## src/rtl/ycbcr_conv_arbiter.sv

```systemverilog
// Small synchronous FIFO with first-word fall-through output; write and read may share a cycle.
// Latency: a write is visible on rd_dat the next cycle. Backpressure: rd_rdy holds the head entry; the caller must never write when full.
module ycbcr_conv_fifo #(
    parameter int W     = 26,
    parameter int DEPTH = 8
) (
    input  logic         clk,
    input  logic         rst,
    input  logic         wr_vld,
    input  logic [W-1:0] wr_dat,
    output logic         rd_vld,
    input  logic         rd_rdy,
    output logic [W-1:0] rd_dat
);
    localparam int AW = $clog2(DEPTH);

    logic [W-1:0]  mem [DEPTH];
    logic [AW-1:0] wr_ptr;
    logic [AW-1:0] rd_ptr;
    logic [AW:0]   count;
    logic          rd_en;

    assign rd_en  = rd_vld && rd_rdy;
    assign rd_vld = (count != '0);
    assign rd_dat = mem[rd_ptr];

    // Storage is cleared on reset so the output bus reads zero until the first write.
    always_ff @(posedge clk) begin
        if (rst) begin
            wr_ptr <= '0;
            rd_ptr <= '0;
            count  <= '0;
            for (int i = 0; i < DEPTH; i++) begin
                mem[i] <= '0;
            end
        end else begin
            if (wr_vld) begin
                mem[wr_ptr] <= wr_dat;
                wr_ptr      <= wr_ptr + AW'(1);
            end
            if (rd_en) begin
                rd_ptr <= rd_ptr + AW'(1);
            end
            count <= count + (AW+1)'(wr_vld) - (AW+1)'(rd_en);
        end
    end
endmodule

// Two-source line-locked round-robin front end for a shared, non-stallable RGB->YCbCr pipeline.
// Latency: accept to FIFO write is CONV_LAT cycles, m_valid one cycle later. Backpressure: m_ready via reserved-slot credits.
module ycbcr_conv_arbiter #(
    parameter int CONV_LAT = 4,
    parameter int DEPTH    = 8
) (
    input  logic        clk,
    input  logic        rst,
    input  logic        s0_valid,
    output logic        s0_ready,
    input  logic [23:0] s0_rgb,
    input  logic        s0_last,
    input  logic        s1_valid,
    output logic        s1_ready,
    input  logic [23:0] s1_rgb,
    input  logic        s1_last,
    output logic [7:0]  cv_r,
    output logic [7:0]  cv_g,
    output logic [7:0]  cv_b,
    input  logic [7:0]  cv_y,
    input  logic [7:0]  cv_cb,
    input  logic [7:0]  cv_cr,
    output logic        m_valid,
    input  logic        m_ready,
    output logic [23:0] m_ycbcr,
    output logic        m_src,
    output logic        m_last,
    output logic        idle
);
    localparam int             CW      = $clog2(DEPTH + 1);
    localparam logic [CW-1:0]  DEPTH_C = CW'(DEPTH);

    typedef enum logic [1:0] {
        IDLE  = 2'd0,
        LOCK0 = 2'd1,
        LOCK1 = 2'd2
    } state_t;

    typedef struct packed {
        logic vld;
        logic src;
        logic last;
    } tag_t;

    typedef struct packed {
        logic [23:0] ycbcr;
        logic        src;
        logic        last;
    } beat_t;

    state_t        state;
    state_t        state_nxt;
    logic          rr;
    logic          rr_nxt;
    logic [CW-1:0] reserved;
    logic          gnt0;
    logic          gnt1;
    logic          room;
    logic          pop;
    logic          acc0;
    logic          acc1;
    logic          acc;
    logic          acc_src;
    logic          acc_last;
    logic [23:0]   acc_rgb;
    tag_t          tag_pipe [CONV_LAT];
    tag_t          tag_out;
    beat_t         wr_beat;
    beat_t         rd_beat;

    assign pop  = m_valid && m_ready;
    // A pop in the same cycle frees a slot, so a full credit pool still sustains one beat per cycle.
    assign room = (reserved < DEPTH_C) || pop;

    always_comb begin
        gnt0 = 1'b0;
        gnt1 = 1'b0;
        case (state)
            IDLE: begin
                if (s0_valid && (!s1_valid || !rr)) begin
                    gnt0 = 1'b1;
                end else if (s1_valid) begin
                    gnt1 = 1'b1;
                end
            end
            LOCK0:   gnt0 = 1'b1;
            LOCK1:   gnt1 = 1'b1;
            default: ;
        endcase
    end

    assign s0_ready = gnt0 && room && !rst;
    assign s1_ready = gnt1 && room && !rst;

    assign acc0     = s0_valid && s0_ready;
    assign acc1     = s1_valid && s1_ready;
    assign acc      = acc0 || acc1;
    assign acc_src  = acc1;
    assign acc_last = acc1 ? s1_last : s0_last;
    assign acc_rgb  = acc1 ? s1_rgb  : s0_rgb;

    always_comb begin
        state_nxt = state;
        rr_nxt    = rr;
        if (acc) begin
            if (acc_last) begin
                state_nxt = IDLE;
                rr_nxt    = ~acc_src;
            end else begin
                state_nxt = acc_src ? LOCK1 : LOCK0;
            end
        end
    end

    always_ff @(posedge clk) begin
        if (rst) begin
            state    <= IDLE;
            rr       <= 1'b0;
            reserved <= '0;
            cv_r     <= '0;
            cv_g     <= '0;
            cv_b     <= '0;
        end else begin
            state <= state_nxt;
            rr    <= rr_nxt;
            case ({acc, pop})
                2'b10:   reserved <= reserved + CW'(1);
                2'b01:   reserved <= reserved - CW'(1);
                default: ;
            endcase
            if (acc) begin
                {cv_r, cv_g, cv_b} <= acc_rgb;
            end
        end
    end

    // Tags travel alongside the pixel; clearing them on reset discards results still inside the converter.
    always_ff @(posedge clk) begin
        if (rst) begin
            for (int i = 0; i < CONV_LAT; i++) begin
                tag_pipe[i] <= '0;
            end
        end else begin
            tag_pipe[0] <= {acc, acc_src, acc_last};
            for (int i = 1; i < CONV_LAT; i++) begin
                tag_pipe[i] <= tag_pipe[i-1];
            end
        end
    end

    assign tag_out = tag_pipe[CONV_LAT-1];
    assign wr_beat = {cv_y, cv_cb, cv_cr, tag_out.src, tag_out.last};

    ycbcr_conv_fifo #(
        .W     ($bits(beat_t)),
        .DEPTH (DEPTH)
    ) u_out_fifo (
        .clk    (clk),
        .rst    (rst),
        .wr_vld (tag_out.vld),
        .wr_dat (wr_beat),
        .rd_vld (m_valid),
        .rd_rdy (m_ready),
        .rd_dat (rd_beat)
    );

    assign m_ycbcr = rd_beat.ycbcr;
    assign m_src   = rd_beat.src;
    assign m_last  = rd_beat.last;
    assign idle    = (state == IDLE) && (reserved == '0);
endmodule

```

## config.mk

```make
export PLATFORM = sky130hd
export DESIGN_NAME = ycbcr_conv_arbiter
export DESIGN_NICKNAME = d
export VERILOG_FILES = /design/src/rtl/ycbcr_conv_arbiter.sv
export SDC_FILE = /design/constraint.sdc
export NUM_CORES = 1
export LEC_CHECK = 0
export ABC_AREA = 1
export CAP_MARGIN = 40
export CORE_ASPECT_RATIO = 1.25
export CORE_UTILIZATION = 30
export DETAILED_ROUTE_END_ITERATION = 10
export SLEW_MARGIN = 20
export SYNTH_ARGS = -nofsm -noshare
export SYNTH_HDL_FRONTEND = slang
export SYNTH_SLANG_ARGS = --single-unit
```

## constraint.sdc

```tcl
create_clock -name clk -period 3.14 [get_ports clk]
set_clock_uncertainty 0.2 [all_clocks]
set_input_delay 0.628 -clock clk [delete_from_list [all_inputs] [get_ports clk]]
set_output_delay 0.628 -clock clk [all_outputs]
set_load 0.05 [all_outputs]
```

Word level (Yosys, flattened, before mapping)
Memories as Yosys holds them, arrays and structs flattened. A register that Yosys moved wholly into a read port is not among the register bits.
Cells that the tools add are included.

storage, ports and cells
  memory bits (writable) = 220
  logic and storage cells = 73
  ROM bits = 0
  memories kept = 2
  flip-flop bits (word level) = 41
  latch bits = 0
  input port bits = 79
  output and inout port bits = 54

memories
  name            words  width  rd ports  clocked after memory_dff  write ports  RTL line  RTL
  u_out_fifo.mem  8      26     1         1                         8            17        logic [W-1:0] mem [DEPTH];
  tag_pipe        4      3      4         0                         4            114       tag_t tag_pipe [CONV_LAT];

operators by class
  div/mod/pow operators = 0
  equal/unequal tests = 4
  reduce and logical (&&, ||, !) cells = 21
  multiply operators = 0
  order comparisons = 1
  shift operators = 0
  bitwise logic cells = 5
  mux-type cells = 25
  add/sub/neg operators = 6

operators by type and width
  kind                                                                 count
  26-bit two-way mux                                                   1
  26-bit OR reduction                                                  1
  24-bit two-way mux                                                   1
  3-bit two-way mux                                                    7
  1-bit two-way mux                                                    11
  1-bit logical AND                                                    9
  4-bit one-hot mux with 2 select lines                                1
  3-bit by 1-bit adder with 3-bit output (second input constant)       2
  4-bit by 1-bit adder with 4-bit output                               1
  4-bit by 1-bit adder with 4-bit output (second input constant)       1
  2-bit by 1-bit == test with 1-bit output (second input constant)     2
  2-bit == test (second input constant)                                2
  4-bit logical NOT                                                    1
  4-bit less-than comparator (second input constant)                   1
  2-bit two-way mux                                                    2
  1-bit bitwise OR                                                     4
  1-bit one-hot mux with 2 select lines                                2
  4-bit nonzero test                                                   1
  4-bit by 1-bit subtractor with 4-bit output                          1
  4-bit by 1-bit subtractor with 4-bit output (second input constant)  1
  1-bit logical NOT                                                    3
  1-bit logical OR                                                     3
  2-bit logical NOT                                                    1
  2-bit AND reduction                                                  1
  2 further kinds                                                      2

Logic depth before layout (Yosys ltp)
Gate-level depths: netlist of run 1.

  word-level depth = 11
  gate-level depth with buffers = 19
  gate-level depth less buffers = 18

Cells and area by module
A second synthesis of run 1 with hierarchy kept.

unflattened totals
  cells, all modules = 1566
  area total of the unflattened synthesis = 12990.0 µm²

modules (own cells, without submodules)
  module              instances  area an instance (µm²)  cells an instance  sequential area each (µm²)
  ycbcr_conv_fifo     1          10826.6                 1249               6506.2
  ycbcr_conv_arbiter  1          2163.3                  317                860.8

Least setup slack after synthesis of run 1
Ideal clock, no wire load.

  kind = reg2reg
  start = reg u_out_fifo.count[2]
  end = reg reserved[3]
  clock period less this slack = 2.756 ns
  cell stages (with the launch flop) = 20
  data required time = 2.819 ns
  slack = 0.384 ns
  setup time = 0.121 ns
  path buffers = 1
  arrival time = 2.435 ns
  path through = dfxtp_1 -> inv_1 -> ha_1 -> nand3_2 -> nand2_2 -> nand2_2 -> buf_4 -> nand3_4 -> nand2_2 -> inv_1 -> ha_1 -> ha_1 -> nand2_1 -> nand2_1 -> a21oi_1 -> nand2_1 -> nand2_1 -> nor2_1 -> o21ai_0 -> a21oi_1

on the way
  cells in the longest elaborated chain, start to end = 9
  elaborated cells between the ends (all ways) = 14
  classes of those cells = eq/ne (2); mux (1); reduce/logical (11)

RTL lines
  what                                                                                RTL line  RTL
  from (decl)                                                                         20        logic [AW:0] count;
  from (signal assigned)                                                              44        count <= count + (AW+1)'(wr_vld) - (AW+1)'(rd_en);
  4-bit nonzero test *                                                                24        assign rd_vld = (count != '0);
  via m_valid                                                                         71        output logic m_valid,
  1-bit logical AND *                                                                 119       assign pop = m_valid && m_ready;
  1-bit logical OR                                                                    121       assign room = (reserved < DEPTH_C) || pop;
  1-bit logical AND, on equally long branches (2 in series)                           140, 141
  1-bit logical AND, on equally long branches                                         143, 144
  1-bit logical OR                                                                    145       assign acc = acc0 || acc1;
  2-bit by 1-bit == test with 1-bit output / 2-bit == test (equally long branches)    174       case ({acc, pop})
  4-bit one-hot mux with 2 select lines / 2-bit nonzero test (equally long branches)  n/a
  to (signal assigned)                                                                175       2'b10: reserved <= reserved + CW'(1);
  to (signal assigned)                                                                176       2'b01: reserved <= reserved - CW'(1);
  to (decl)                                                                           103       logic [CW-1:0] reserved;

The timed path passes the listed nets; every way through them passes the cells marked *.
A chain may end at the register's enable or synchronous reset.

==> flow_summary.toml, run 1 <==
[status]
status = "finished with violations"
failed_checks = "DRC"

[placed_design]
post_dp_cell_area_sq_um = 14100
gp_congestion = 0.757
dp_hpwl_microns = 18200
port_buffers = 132
placed_cells = 1841
dp_slack_ns = 0.0528

[worst_setup_path]
critPathRequiredTime_ns = 2.31
worstPathMaxFanout = 59
start_kind = "flop"
cp-end-kind = "output pin"
cp.arrival_ns = 2.15
crit_type = "flop to output pin"

[synthesis]
yosys_most_used_dff = "edfxtp_1"
synth_simple_gate_area_share_pct = 19.4
ys_types = 34
synth_mux_area_share_pct = 0
ys_top_cells_by_area = "edfxtp_1 (53%), nor2_1 (15%), dfxtp_1 (9.5%), o21ai_0 (5.6%), inv_1 (2.9%)"
syn_area_sq_um = 11800
yosys_warnings = 0
synth_top_family_by_area = "simple AND/OR/NAND/NOR gates"
synth_seq_area_share_pct = 62.5
syn_nets = 1330
synth_seq_cells = 264
synth-compound-area-share_pct = 9.55
synth_top_area_share_pct = 53.0
synth-xor-area-share_pct = 0.149
synth_edf_count = 208
avgSynthCellArea_sq_um = 9.52
syn_inst = 1239
async_reset_ff_share_pct = 0
yosys.area.top_type = "edfxtp_1"
synthAdderAreaFrac_pct = 1.40

[layout]
mostFrequentLayoutCells = "nor2_1 (486), edfxtp_1 (208), o21ai_0 (133), clkdlybuf4s50_1 (104), inv_1 (92)"
fin_nets = 1474
final_common_cell = "nor2_1"
post_layout_nonfiller_instances = 1897
multiInputGateArea_sq_um = 3610
diodes = 0
area_delta_synth_final_pct = 27.3
fillers = 3846
final_area_sq_um = 15000
drive_above_1_share_pct = 10.9
seqCellArea_sq_um = 7370

[cts]
numCtsBuffers = 28
cts.sink_count = 264
cts_tree = "built"
clk_latency_ns = 0.53
postCtsHoldBufs = 0
cts.clk_slew.worst_paths_ns = 0.06
clock_path_buffers = 3
cts_max_level = 1
root_buffer = "clkbuf_16"

[pwr]
p_per_area_nw_per_um2 = 753
total_power_w = 0.0113
vdd_ir_drop_max_v = 0.000416
pwr-share-comb_pct = 35.9
p_leak_nw = 6.04
p_int_w = 0.00743
p_sw_w = 0.00386
switching_share_pct = 34.2
pwr-share-clk_pct = 28.0
pwr-share-seq_pct = 36.1

[detailed_routing]
viasPerCell = 4.69
drc_errors = 8
first_iter_violations = 697
wl_per_cell_microns = 15.8
num_vias = 8896
ant_nets = 0
wl_microns = 29900
drtPass1Iterations = 9

[floorplan]
die_area_sq_um = 40100
rows = 80
ios = 133
die_w_microns = 179
core_sq_um = 38400
initial_utilization_pct = 30.7
die_h_microns = 224

[min_path]
holdCritPathClass = "flop to flop"

[sta]
min_period_ns = 2.98
worstMarginPinSlew_ns = 0.559
clock.fmax_mhz = 336
finalHoldViolCount = 0
finalCritPeriodShare_pct = 94.8
setup_viol = 0
rsz0062_at_grt = "false"
final_max_slew_viol_count = 0
slew_headroom_pct = 62.6
final.setup.worst_slack_ns = 0.163

[global_route]
grt_max_degree = 60
grt_pass1_wl_microns = 47600
grt_pass1_vias = 9027
grt.overflow.total = 0
grt.total_usage_pct = 15.1
antenna_found_initial = 0

[flow_run]
max_cap_violations = 0
-- layer usage --
layer | GRT usage (%) | wire length, microns | part of all wire [%] | up-vias
met3 | 3.26 | 2040 | 6.8 | 27
met2 | 28.1 | 15800 | 53 | 262
met5 | 0 | 0 | 0 | -
met1 | 17.3 | 11700 | 39 | 4227
li1 | - | - | - | 4380
met4 | 3.39 | 386 | 1.3 | 0
-- cell families after synthesis --
group / after synthesis
and+or+nand+nor: 584
buffers and inverters: 170
DFF: 264
AOI/OAI and AO/OA: 207
xor gates and xnor gates: 2
adders and majority gates: 12
-- through the flow --
stage | hold WS [ns] | utilization [%] | TNS (ns)
3_5_place_dp | 0.193 | 36.6 | 0
3_3_place_gp | 0.190 | 36.6 | 0
4_1_cts | 0.201 | 38.9 | -0.0177
6_report | 0.200 | 39.0 | 0
5_1_grt | 0.216 | 39.0 | 0
2_1_floorplan | 0.188 | - | 0
-- sequential cells by signal, summed over array words and instances, names as in the netlist, named ones only --
| name | flops |
|---|---|
| cv_b | 8 |
| rr | 1 |
| state | 2 |
| cv_r | 8 |
| reserved | 4 |
| cv_g | 8 |
| u_out_fifo.wr_ptr | 3 |
| u_out_fifo.count | 4 |
| u_out_fifo.rd_ptr | 3 |
| tag_pipe | 12 |
| u_out_fifo.mem | 208 |
-- power by group through the flow --
stage	sequential, W	combinational, W	clock [W]
3_3_place_gp	0.00417	0.00395	0
6_report	0.00408	0.00405	0.00317
5_1_grt	0.00410	0.00437	0.00339
3_5_place_dp	0.00418	0.00400	0
2_1_floorplan	0.00420	0.00225	0
4_1_cts	0.00409	0.00405	0.00325
-- worst max-delay path, stage by stage, from the launching register on --
cell     delay [ns]
dfxtp_4        0.40
inv_2          0.11
buf_12         0.25
o21ai_0        0.12
o22ai_1        0.16
nor2_1         0.09
a31oi_2        0.28
buf_12         0.18
-- worst paths after layout --
check | from | endpoint | slack [ns] | cells past startpoint
min reg2reg | tag_pipe[2][0] | tag_pipe[3][0] | 0.20 | 2
min | tag_pipe[2][0] | tag_pipe[3][0] | 0.20 | 2
max reg2reg | u_out_fifo.count[2] | reserved[3] | 0.56 | 18
max | flop | m_ycbcr[1] | 0.16 | 7
-- layout make-up --
| cell class | count | area share, % |
|---|---|---|
| sequential | 264 | 49.1 |
| multi-input combinational | 805 | 24.1 |
| timing repair buffer | 186 | 14.4 |
| clock buffer | 45 | 5.59 |
| tap | 492 | 4.10 |
| inverter | 98 | 2.46 |
| clock inverter | 7 | 0.317 |
-- synth_stat cells (11+ instances only) --
library cell / number
nor2_1: 486
edfxtp_1: 208
o21ai_0: 133
inv_1: 92
nand2_1: 68
dfxtp_1: 56
clkbuf_1: 30
a31oi_1: 26
o22ai_1: 26
buf_6: 22
a21oi_1: 14
buf_2: 13
nand2_2: 11
-- timing repair --
action,CTS,global route
gates cloned,0,0
pin swaps,0,0
gates resized for setup,1,4
endpoints found under the setup margin,22,13
setup buffers,1,3
Power figures use the tool's default switching activity.
==> run 2, diff against run 1 <==
--- a/config.mk
+++ b/config.mk
@@ -10,6 +10,7 @@
 export CORE_ASPECT_RATIO = 1.25
 export CORE_UTILIZATION = 30
 export DETAILED_ROUTE_END_ITERATION = 10
+export HOLD_SLACK_MARGIN = 0.08
 export SLEW_MARGIN = 20
 export SYNTH_ARGS = -nofsm -noshare
 export SYNTH_HDL_FRONTEND = slang
==> results of run 2 <==
Final layout, timing and power as in run 1 (identical DEF).
